$ cat config.mk
export PLATFORM = sky130hd
export DESIGN_NAME = vga_compositor
export DESIGN_NICKNAME = d
export VERILOG_FILES = /design/src/rtl/vga_pkg.sv /design/src/rtl/vga_timing.sv /design/src/rtl/vga_compositor.sv
export SDC_FILE = /design/constraint.sdc
export NUM_CORES = 1
export LEC_CHECK = 0
export CAP_MARGIN = 10
export CORE_MARGIN = 2
export CORE_UTILIZATION = 35
export DETAILED_ROUTE_END_ITERATION = 10
export PLACE_DENSITY = 0.67
export SLEW_MARGIN = 20
export SYNTH_ARGS = -nofsm -noshare
export SYNTH_HDL_FRONTEND = slang
export SYNTH_SLANG_ARGS = --single-unit
$ cat constraint.sdc
create_clock -name clk50M -period 3.1 [get_ports clk50M]
set_clock_uncertainty 0.05 [all_clocks]
set_input_delay 0.31 -clock clk50M [delete_from_list [all_inputs] [get_ports clk50M]]
set_output_delay 0.31 -clock clk50M [all_outputs]
set_load 0.005 [all_outputs]
$ cat src/rtl/vga_pkg.sv
// Shared VGA timing defaults, RGB332 field layout and colour constants.
package vga_pkg;

  localparam int unsigned DefHActive = 640;
  localparam int unsigned DefHFp     = 16;
  localparam int unsigned DefHSync   = 96;
  localparam int unsigned DefHBp     = 48;
  localparam int unsigned DefVActive = 480;
  localparam int unsigned DefVFp     = 10;
  localparam int unsigned DefVSync   = 2;
  localparam int unsigned DefVBp     = 33;

  localparam int unsigned CountWidth = 10;
  localparam int unsigned MaxTotal   = 1 << CountWidth;

  localparam int unsigned RWidth   = 3;
  localparam int unsigned GWidth   = 3;
  localparam int unsigned BWidth   = 2;
  localparam int unsigned RgbWidth = RWidth + GWidth + BWidth;

  localparam logic [RgbWidth-1:0] RgbBlack     = 8'h00;
  localparam logic [RgbWidth-1:0] BlankDefault = RgbBlack;

  typedef struct packed {
    logic [RWidth-1:0] r;
    logic [GWidth-1:0] g;
    logic [BWidth-1:0] b;
  } rgb332_t;

endpackage

$ cat src/rtl/vga_timing.sv
// Pixel strobe, horizontal/vertical counters, raw active-low syncs and end-of-frame pulse.
module vga_timing
  import vga_pkg::*;
#(
  parameter int unsigned H_ACTIVE = DefHActive,
  parameter int unsigned H_FP     = DefHFp,
  parameter int unsigned H_SYNC   = DefHSync,
  parameter int unsigned H_BP     = DefHBp,
  parameter int unsigned V_ACTIVE = DefVActive,
  parameter int unsigned V_FP     = DefVFp,
  parameter int unsigned V_SYNC   = DefVSync,
  parameter int unsigned V_BP     = DefVBp
) (
  input  logic       clk50M,
  input  logic       reset,
  output logic       pix_en,
  output logic [9:0] hcount,
  output logic [9:0] vcount,
  output logic       active,
  output logic       hs_raw,
  output logic       vs_raw,
  output logic       endofframe
);

  localparam int unsigned HTotal = H_ACTIVE + H_FP + H_SYNC + H_BP;
  localparam int unsigned VTotal = V_ACTIVE + V_FP + V_SYNC + V_BP;

  if (HTotal > MaxTotal || VTotal > MaxTotal) begin : g_bad_total
    $error("vga_timing: H_TOTAL/V_TOTAL must not exceed 1024");
  end

  localparam logic [9:0] HLast       = 10'(HTotal - 1);
  localparam logic [9:0] VLast       = 10'(VTotal - 1);
  localparam logic [9:0] HActiveEnd  = 10'(H_ACTIVE);
  localparam logic [9:0] VActiveEnd  = 10'(V_ACTIVE);
  localparam logic [9:0] HSyncStart  = 10'(H_ACTIVE + H_FP);
  localparam logic [9:0] HSyncEnd    = 10'(H_ACTIVE + H_FP + H_SYNC);
  localparam logic [9:0] VSyncStart  = 10'(V_ACTIVE + V_FP);
  localparam logic [9:0] VSyncEnd    = 10'(V_ACTIVE + V_FP + V_SYNC);

  logic       pix_q;
  logic [9:0] h_q, h_d;
  logic [9:0] v_q, v_d;
  logic       h_wrap;

  always_comb begin
    h_wrap = (h_q == HLast);
    h_d    = h_wrap ? 10'd0 : h_q + 10'd1;
    v_d    = v_q;
    if (h_wrap) begin
      v_d = (v_q == VLast) ? 10'd0 : v_q + 10'd1;
    end
  end

  always_ff @(posedge clk50M or posedge reset) begin
    if (reset) begin
      pix_q <= 1'b0;
      h_q   <= 10'd0;
      v_q   <= 10'd0;
    end else begin
      pix_q <= ~pix_q;
      if (pix_q) begin
        h_q <= h_d;
        v_q <= v_d;
      end
    end
  end

  assign pix_en     = pix_q;
  assign hcount     = h_q;
  assign vcount     = v_q;
  assign active     = (h_q < HActiveEnd) && (v_q < VActiveEnd);
  assign hs_raw     = !((h_q >= HSyncStart) && (h_q < HSyncEnd));
  assign vs_raw     = !((v_q >= VSyncStart) && (v_q < VSyncEnd));
  assign endofframe = pix_q && (h_q == HLast) && (v_q == VLast);

endmodule

$ cat src/rtl/vga_compositor.sv
// Layered VGA compositor: priority mux of masked layers over a background, registered RGB332 out.
module vga_compositor
  import vga_pkg::*;
#(
  parameter int unsigned H_ACTIVE   = DefHActive,
  parameter int unsigned H_FP       = DefHFp,
  parameter int unsigned H_SYNC     = DefHSync,
  parameter int unsigned H_BP       = DefHBp,
  parameter int unsigned V_ACTIVE   = DefVActive,
  parameter int unsigned V_FP       = DefVFp,
  parameter int unsigned V_SYNC     = DefVSync,
  parameter int unsigned V_BP       = DefVBp,
  parameter int unsigned NUM_LAYERS = 4,
  parameter logic [7:0]  BLANK_RGB  = BlankDefault
) (
  input  logic                    clk50M,
  input  logic                    reset,
  input  logic [NUM_LAYERS-1:0]   layer_on,
  input  logic [8*NUM_LAYERS-1:0] layer_rgb,
  input  logic [7:0]              bg_rgb,
  input  logic [NUM_LAYERS-1:0]   layer_mask,
  output logic [9:0]              xpixel,
  output logic [9:0]              ypixel,
  output logic                    pix_en,
  output logic [2:0]              red,
  output logic [2:0]              green,
  output logic [1:0]              blue,
  output logic                    HS,
  output logic                    VS,
  output logic                    endofframe
);

  if (NUM_LAYERS < 1 || NUM_LAYERS > 8) begin : g_bad_layers
    $error("vga_compositor: NUM_LAYERS must be in 1..8");
  end

  logic       active;
  logic       hs_raw;
  logic       vs_raw;
  logic [9:0] hcount;
  logic [9:0] vcount;

  vga_timing #(
    .H_ACTIVE (H_ACTIVE),
    .H_FP     (H_FP),
    .H_SYNC   (H_SYNC),
    .H_BP     (H_BP),
    .V_ACTIVE (V_ACTIVE),
    .V_FP     (V_FP),
    .V_SYNC   (V_SYNC),
    .V_BP     (V_BP)
  ) u_timing (
    .clk50M     (clk50M),
    .reset      (reset),
    .pix_en     (pix_en),
    .hcount     (hcount),
    .vcount     (vcount),
    .active     (active),
    .hs_raw     (hs_raw),
    .vs_raw     (vs_raw),
    .endofframe (endofframe)
  );

  assign xpixel = hcount;
  assign ypixel = vcount;

  logic [NUM_LAYERS-1:0] mask_q;
  rgb332_t               sel;
  rgb332_t               pix_q;
  logic                  hs_q;
  logic                  vs_q;
  logic                  found;

  // Lowest-index covering layer wins; blanking overrides everything.
  always_comb begin
    sel   = rgb332_t'(bg_rgb);
    found = 1'b0;
    for (int unsigned i = 0; i < NUM_LAYERS; i++) begin
      if (!found && layer_on[i] && mask_q[i]) begin
        sel   = rgb332_t'(layer_rgb[8*i +: 8]);
        found = 1'b1;
      end
    end
    if (!active) begin
      sel = rgb332_t'(BLANK_RGB);
    end
  end

  // The mask shadow only moves at the frame boundary so a frame is never torn.
  always_ff @(posedge clk50M or posedge reset) begin
    if (reset) begin
      mask_q <= '1;
      pix_q  <= '0;
      hs_q   <= 1'b1;
      vs_q   <= 1'b1;
    end else begin
      if (endofframe) begin
        mask_q <= layer_mask;
      end
      if (pix_en) begin
        pix_q <= sel;
        hs_q  <= hs_raw;
        vs_q  <= vs_raw;
      end
    end
  end

  assign red   = pix_q.r;
  assign green = pix_q.g;
  assign blue  = pix_q.b;
  assign HS    = hs_q;
  assign VS    = vs_q;

endmodule

==> out/results.ini, run 1 <==
[status]
status=completed

[logic_synthesis]
yosysTopAreaCellShare_pct=35.7
yosysMostFrequentCell=dfrtp_1
syn_inst=206
synth.avg_cell_area_um2=9.86
synthFlopType=dfrtp_1
synth_cell_types=45
synth_top_family_by_area=simple AND/OR/NAND/NOR gates
synth-edff-count=0
synth_fa_ha_area_share_pct=2.46
netlist_top_cells_area=dfrtp_1 (36%), dfstp_2 (7.8%), o21ai_0 (3.9%), o311a_1 (3.9%), nand3_1 (3.7%)
seq_area_frac_synth_pct=43.5
synth-xor-area-share_pct=3.88
yosysTopAreaCell=dfrtp_1
yosysWarnings=0
synthMuxAreaShare_pct=4.25
synth-seq-cells=35
ys_top_cells_by_count=dfrtp_1 (29), o21ai_0 (16), nand3_1 (15), nor2_1 (11)
synth_compound_area_share_pct=18.4
synth-async-reset-ratio_pct=100
syn-cell-area_um2=2030
synth_fp_nets=260
synthSimpleGateAreaFrac_pct=23.0

[sta]
max_freq_mhz=366
setup-tns-final_ns=0
fin_crit_sh_pct=88.0
finalSetupViolCount=0
rsz0062_at_grt=no
finalMaxSlewViolations=0
layout_setup_ws_ns=0.371
finalCriticalPeriod_ns=2.73
slew_headroom_pct=70.0
finalHoldViolations=0
tightest_slew_ns=0.450

[run]
maxCapViolCount=0

[route]
dr.pass1.iters=4
post-route-drc-count=0
num_vias=1916
drt_iter0_drc=95
ant_nets=0
viasPerCell=5.32
wire_per_inst_um=16.0
totalWireLength_um=5750

[critical_path]
crit_path_start_kind=flop
r2r_setup_slack_ns=1.06
cp-endpoint=endofframe
crit_cells=5
r2r-start=u_timing.hcount[0]
reg2reg_to=mask_q[1]
crit_fanout=8
cp_slowest_cell=or4_4
worst-path-buf-inv=1
max_stage_delay_ns=0.63
crit_arrival_ns=2.37
critical_path_class=reg2out
cp_cell_sequence=ha_1, nand3_1, or4_4, nor2_4, clkdlybuf4s50_1
endpoint_kind=output pin
cp_top_family=simple AND/OR/NAND/NOR gates
required_ns=2.74
reg2reg_depth=5
cp-startpoint=u_timing.hcount[0]

[place]
gp_congestion=0.809
port_buffers=81
dpl.hpwl_um=4140
dp_worst_setup_slack_ns=0.652

[floorplanning]
num_io_pins=82
die_area_um2=6430
rows=27
die_x_um=80.2
initial_utilization_pct=36.7
fp.dieH_um=80.2
core_um2=5540

[pwr]
p_leak_nw=1.20
p_per_area_nw_per_um2=301
power.total_mw=0.904
ir_drop_mv=0.235

[clock_network]
clk_path_buf_depth=2
cts-buffers-inserted=5
cts_resized=0
postCtsSetupBuffers=0
clock_latency_ns=0.28
cts-root-buf=clkbuf_8
clock-sinks=35
cts_tree=done
cts_htree_levels=2
hold_buffers=0
clkSlewWorstSetupHoldPaths_ns=0.07

[global_route]
grt_pass1_vias=1813
overflow=0
antenna_found_initial=0
grt_max_degree=36
grt_use_total_pct=18.4
grt_pass1_wl_um=9180

[cells_and_area]
fin_util_pct=54.2
nFillCells=516
multi_input_area_um2=1060
syn_to_final_growth_pct=47.8
num-nets-final=341
register_area_um2=883
drive_gt1_share_pct=10.4
diodes=0

[worst_hold_path]
hold_path_class=in2async

==> worst min-delay path by stage <==
stage,from,end,slack [ns],cells past startpoint
final,reset,red[1],0.37,3
after global routing,reset,u_timing.vcount[9],0.44,3
after CTS,reset,u_timing.vcount[9],0.39,3
after detailed placement,red[1],red[1],0.43,1
after global placement,green[0],green[0],0.42,1
after floorplan,reset,blue[0],0.41,1
==> cell families after synthesis <==
kind of cell             count (synthesis)
AND/OR/NAND/NOR                         79
XOR/XNOR                                 9
adder cells (fa/ha/maj)                  4
flip-flops                              35
buffers and inverters                   21
AO/OA/AOI/OAI                           50
multiplexers                             8
==> report_power, final <==
part	total, mW	switching [mW]	internal (mW)
combinational	0.102	0.0301	0.0716
clock	0.337	0.158	0.179
sequential	0.465	0.00286	0.462
total	0.904	0.191	0.713
==> cell type report <==
cell class              instances  share of cell area, %
flip-flops and latches         35                   29.4
well taps                      72                   3.00
repair buffers                 86                   28.2
multi-input cells             150                   35.2
clock inverters                 1                  0.167
clock buffers                   7                   2.87
inverters                       9                   1.12
==> placed cells by master (no fill, tap or decap), drive strengths merged, types with 2 or more instances in the layout <==
master / netlist / final
a221oi: 8 / 8
xor2: 2 / 2
mux2: 5 / 5
nand4: 10 / 10
o2bb2ai: 8 / 8
nor4: 3 / 3
o311a: 8 / 8
xnor2: 7 / 7
nand3b: 2 / 2
dfrtp: 29 / 29
ha: 4 / 4
nand3: 15 / 15
or4: 2 / 2
nand4b: 2 / 2
inv: 9 / 9
clkbuf: 7 / 7
nor2: 12 / 12
a21oi: 5 / 5
nand2: 10 / 10
clkdlybuf4s50: 0 / 81
or3: 3 / 3
mux2i: 3 / 3
o21ai: 17 / 17
and2: 3 / 3
and3: 10 / 10
dfstp: 6 / 6
nor3: 2 / 2
buf: 5 / 5
==> worst reg2reg max path, delay by kind of cell, from the launching register on <==
| kind | cells | cell delay [ns] |
|---|---|---|
| adder cells (fa/ha/maj) | 1 | 0.22 |
| flip-flops | 1 | 0.39 |
| multiplexers | 1 | 0.36 |
| AND/OR/NAND/NOR | 3 | 0.96 |
==> registers in the layout (all words and copies together) (netlist names) <==
signal,flops
u_timing.pix_en,1
red,3
blue,2
VS,1
u_timing.hcount,10
u_timing.vcount,10
green,3
mask_q,4
HS,1
==> stage by stage <==
step                hold slack [ns]  cell area [um^2]  instances
global placement              0.420              2910        352
finish                        0.373              3000        360
detailed placement            0.425              2910        352
floorplan                     0.410              2030        206
global route                  0.443              3000        360
CTS                           0.387              3000        360
==> routing by layer <==
metal	vias to the layer above	wire, um	GRT usage, %
met5	-	0	0
met4	0	23	4.07
met3	2	559	6.52
met2	86	2400	27.7
met1	893	2760	25.5
li1	935	-	-
(Power assumes the default switching activity.)
==> inputs of run 2 (changes only) <==
CORE_MARGIN = unset   (was 2)
==> run 2 against run 1 <==
Net effect: clock power down 7.1%; global-route usage grew 0.40 points; utilization decreased by 0.20 points; via count is 2.5% higher; register-to-register slack got worse by 0.03 ns; critical path type unchanged; critical endpoint unchanged; largest cell class unchanged; highest routed layer unchanged.
==> out/results.ini, run 2 (same netlist as run 1, synthesis figures left out) <==
[cells_and_area]
num-nets-final=341  ; unchanged
diodes=0  ; unchanged
drive_gt1_share_pct=9.72  ; -0.69 points
register_area_um2=883  ; unchanged
mostFrequentLayoutCells=clkdlybuf4s50_1 (81), dfrtp_1 (29), o21ai_0 (16)
stdcell_area_um2=2990  ; -0.37%
nFillCells=521  ; +0.97%
syn_to_final_growth_pct=47.3
mostFrequentLayoutCell=clkdlybuf4s50_1
multi_input_area_um2=1060  ; unchanged

[route]
ant_nets=0  ; unchanged
drt_iter0_drc=87  ; -8.4%
totalWireLength_um=5600  ; -2.5%
viasPerCell=5.46  ; +2.5%
wire_per_inst_um=15.6  ; -2.5%
post-route-drc-count=0  ; unchanged
dr.pass1.iters=4  ; unchanged
num_vias=1964  ; +2.5%

[place]
gp_congestion=0.825  ; +2.0%
port_buffers=81  ; unchanged
dpl.hpwl_um=4110  ; -0.70%
placed_cell_area_um2=2910  ; unchanged

[clock_network]
clock-sinks=35  ; unchanged
cts-buffers-inserted=5  ; unchanged
cts-root-buf=clkbuf_8
postCtsSetupBuffers=0  ; unchanged
cts_htree_levels=2  ; unchanged
clock_latency_ns=0.28  ; about the same
hold_buffers=0  ; unchanged
clkSlewWorstSetupHoldPaths_ns=0.07  ; about the same
cts_tree=done
clk_path_buf_depth=2  ; unchanged
cts_resized=0  ; unchanged

[global_route]
top_usage_layer=met2
grt_max_degree=36  ; unchanged
grt_use_total_pct=18.8  ; +0.40 points
overflow=0  ; unchanged
use_met2_pct=31.8  ; +4.2 points
use_met3_pct=5.58  ; -0.94 points
antenna_found_initial=0  ; unchanged
grtUsageMet1_pct=23.3  ; -2.2 points
grt_pass1_vias=1897  ; +4.6%
grt_pass1_wl_um=9010  ; -1.8%

[critical_path]
critical_path_class=reg2out
crit_path_start_kind=flop
endpoint_kind=output pin
reg2reg_to=mask_q[0]
cp_top_family=simple AND/OR/NAND/NOR gates
cp_cell_sequence=ha_1, nand3_1, or4_4, nor2_4, clkdlybuf4s50_1
crit_arrival_ns=2.40  ; +0.03 ns
worst-path-buf-inv=1  ; unchanged
max_stage_delay_ns=0.63  ; about the same
r2r_setup_slack_ns=1.03  ; -0.03 ns
cp_slowest_cell=or4_4
reg2reg_depth=5  ; unchanged
r2r-start=u_timing.hcount[1]
required_ns=2.74  ; about the same
crit_fanout=8  ; unchanged

[sta]
tightest_slew_ns=0.456  ; +0.00573 ns
fin_crit_sh_pct=89.0  ; +0.96 points
finalCriticalPeriod_ns=2.76  ; +0.0298 ns
finalMaxSlewViolations=0  ; unchanged
setup-tns-final_ns=0  ; unchanged
rsz0062_at_grt=no
finalSetupViolCount=0  ; unchanged
slew_headroom_pct=69.5  ; -0.48 points
max_freq_mhz=362  ; -1.1%
finalHoldViolations=0  ; unchanged

[pwr]
ir_drop_mv=0.185  ; -21%
p_leak_nw=1.19  ; -0.73%
p_per_area_nw_per_um2=294  ; -2.4%
power.total_mw=0.879  ; -2.8%

[run]
maxCapViolCount=0  ; unchanged

[floorplanning]
die_area_um2=6110  ; -4.9%
initial_utilization_pct=36.7  ; unchanged
die_x_um=78.2  ; -2.5%
core_um2=5540  ; unchanged
fp.dieH_um=78.2  ; -2.5%
rows=27  ; unchanged
num_io_pins=82  ; unchanged

[worst_hold_path]
hold_path_class=in2async

[status]
status=completed

run 2: cell count changes in the layout (fill, tap and decap cells not counted), sizes merged:
cell    change
clkinv      -1
clkbuf      +1
run 2: power breakdown:
group / switching (mW) / internal [mW] / total [mW]
sequential: 0.00272 / 0.462 / 0.465
clock: 0.153 / 0.160 / 0.313
combinational: 0.0293 / 0.0714 / 0.101
run 2: worst max path at each step:
stage,start,to,slack (ns),depth (start not counted)
detailed placement,u_timing.hcount[1],endofframe,0.66,5
global placement,u_timing.hcount[1],endofframe,0.70,5
floorplan,u_timing.vcount[0],mask_q[0],1.07,6
global route,u_timing.hcount[1],endofframe,0.21,5
finish,u_timing.hcount[1],endofframe,0.34,5
CTS,u_timing.hcount[1],endofframe,0.33,5
run 2: cell type report:
cell class / count / share of cell area, %
inverters: 9 / 1.13
well taps: 72 / 3.01
multi-input cells: 150 / 35.3
repair buffers: 86 / 28.3
clock buffers: 8 / 2.68
flip-flops and latches: 35 / 29.5
run 2: tightest hold or removal path: stages:
cell and delay, ns:
clkdlybuf4s50_1 0.39, inv_1 0.05, buf_4 0.38
run 2: per-stage QoR:
| stage | hold WS [ns] | util (%) | setup WS, ns | instances |
|---|---|---|---|---|
| after floorplan | 0.410 | - | 1.07 | 206 |
| after global placement | 0.419 | 52.6 | 0.697 | 352 |
| after detailed placement | 0.428 | 52.6 | 0.665 | 352 |
| after CTS | 0.396 | 54.0 | 0.334 | 360 |
| after global routing | 0.437 | 54.0 | 0.208 | 360 |
| final | 0.375 | 54.0 | 0.341 | 360 |
run 2: layer usage:
metal	share of wire, %	vias up
met5	0	-
met4	0.98	0
met3	8.7	7
met2	45	82
met1	46	936
li1	-	939
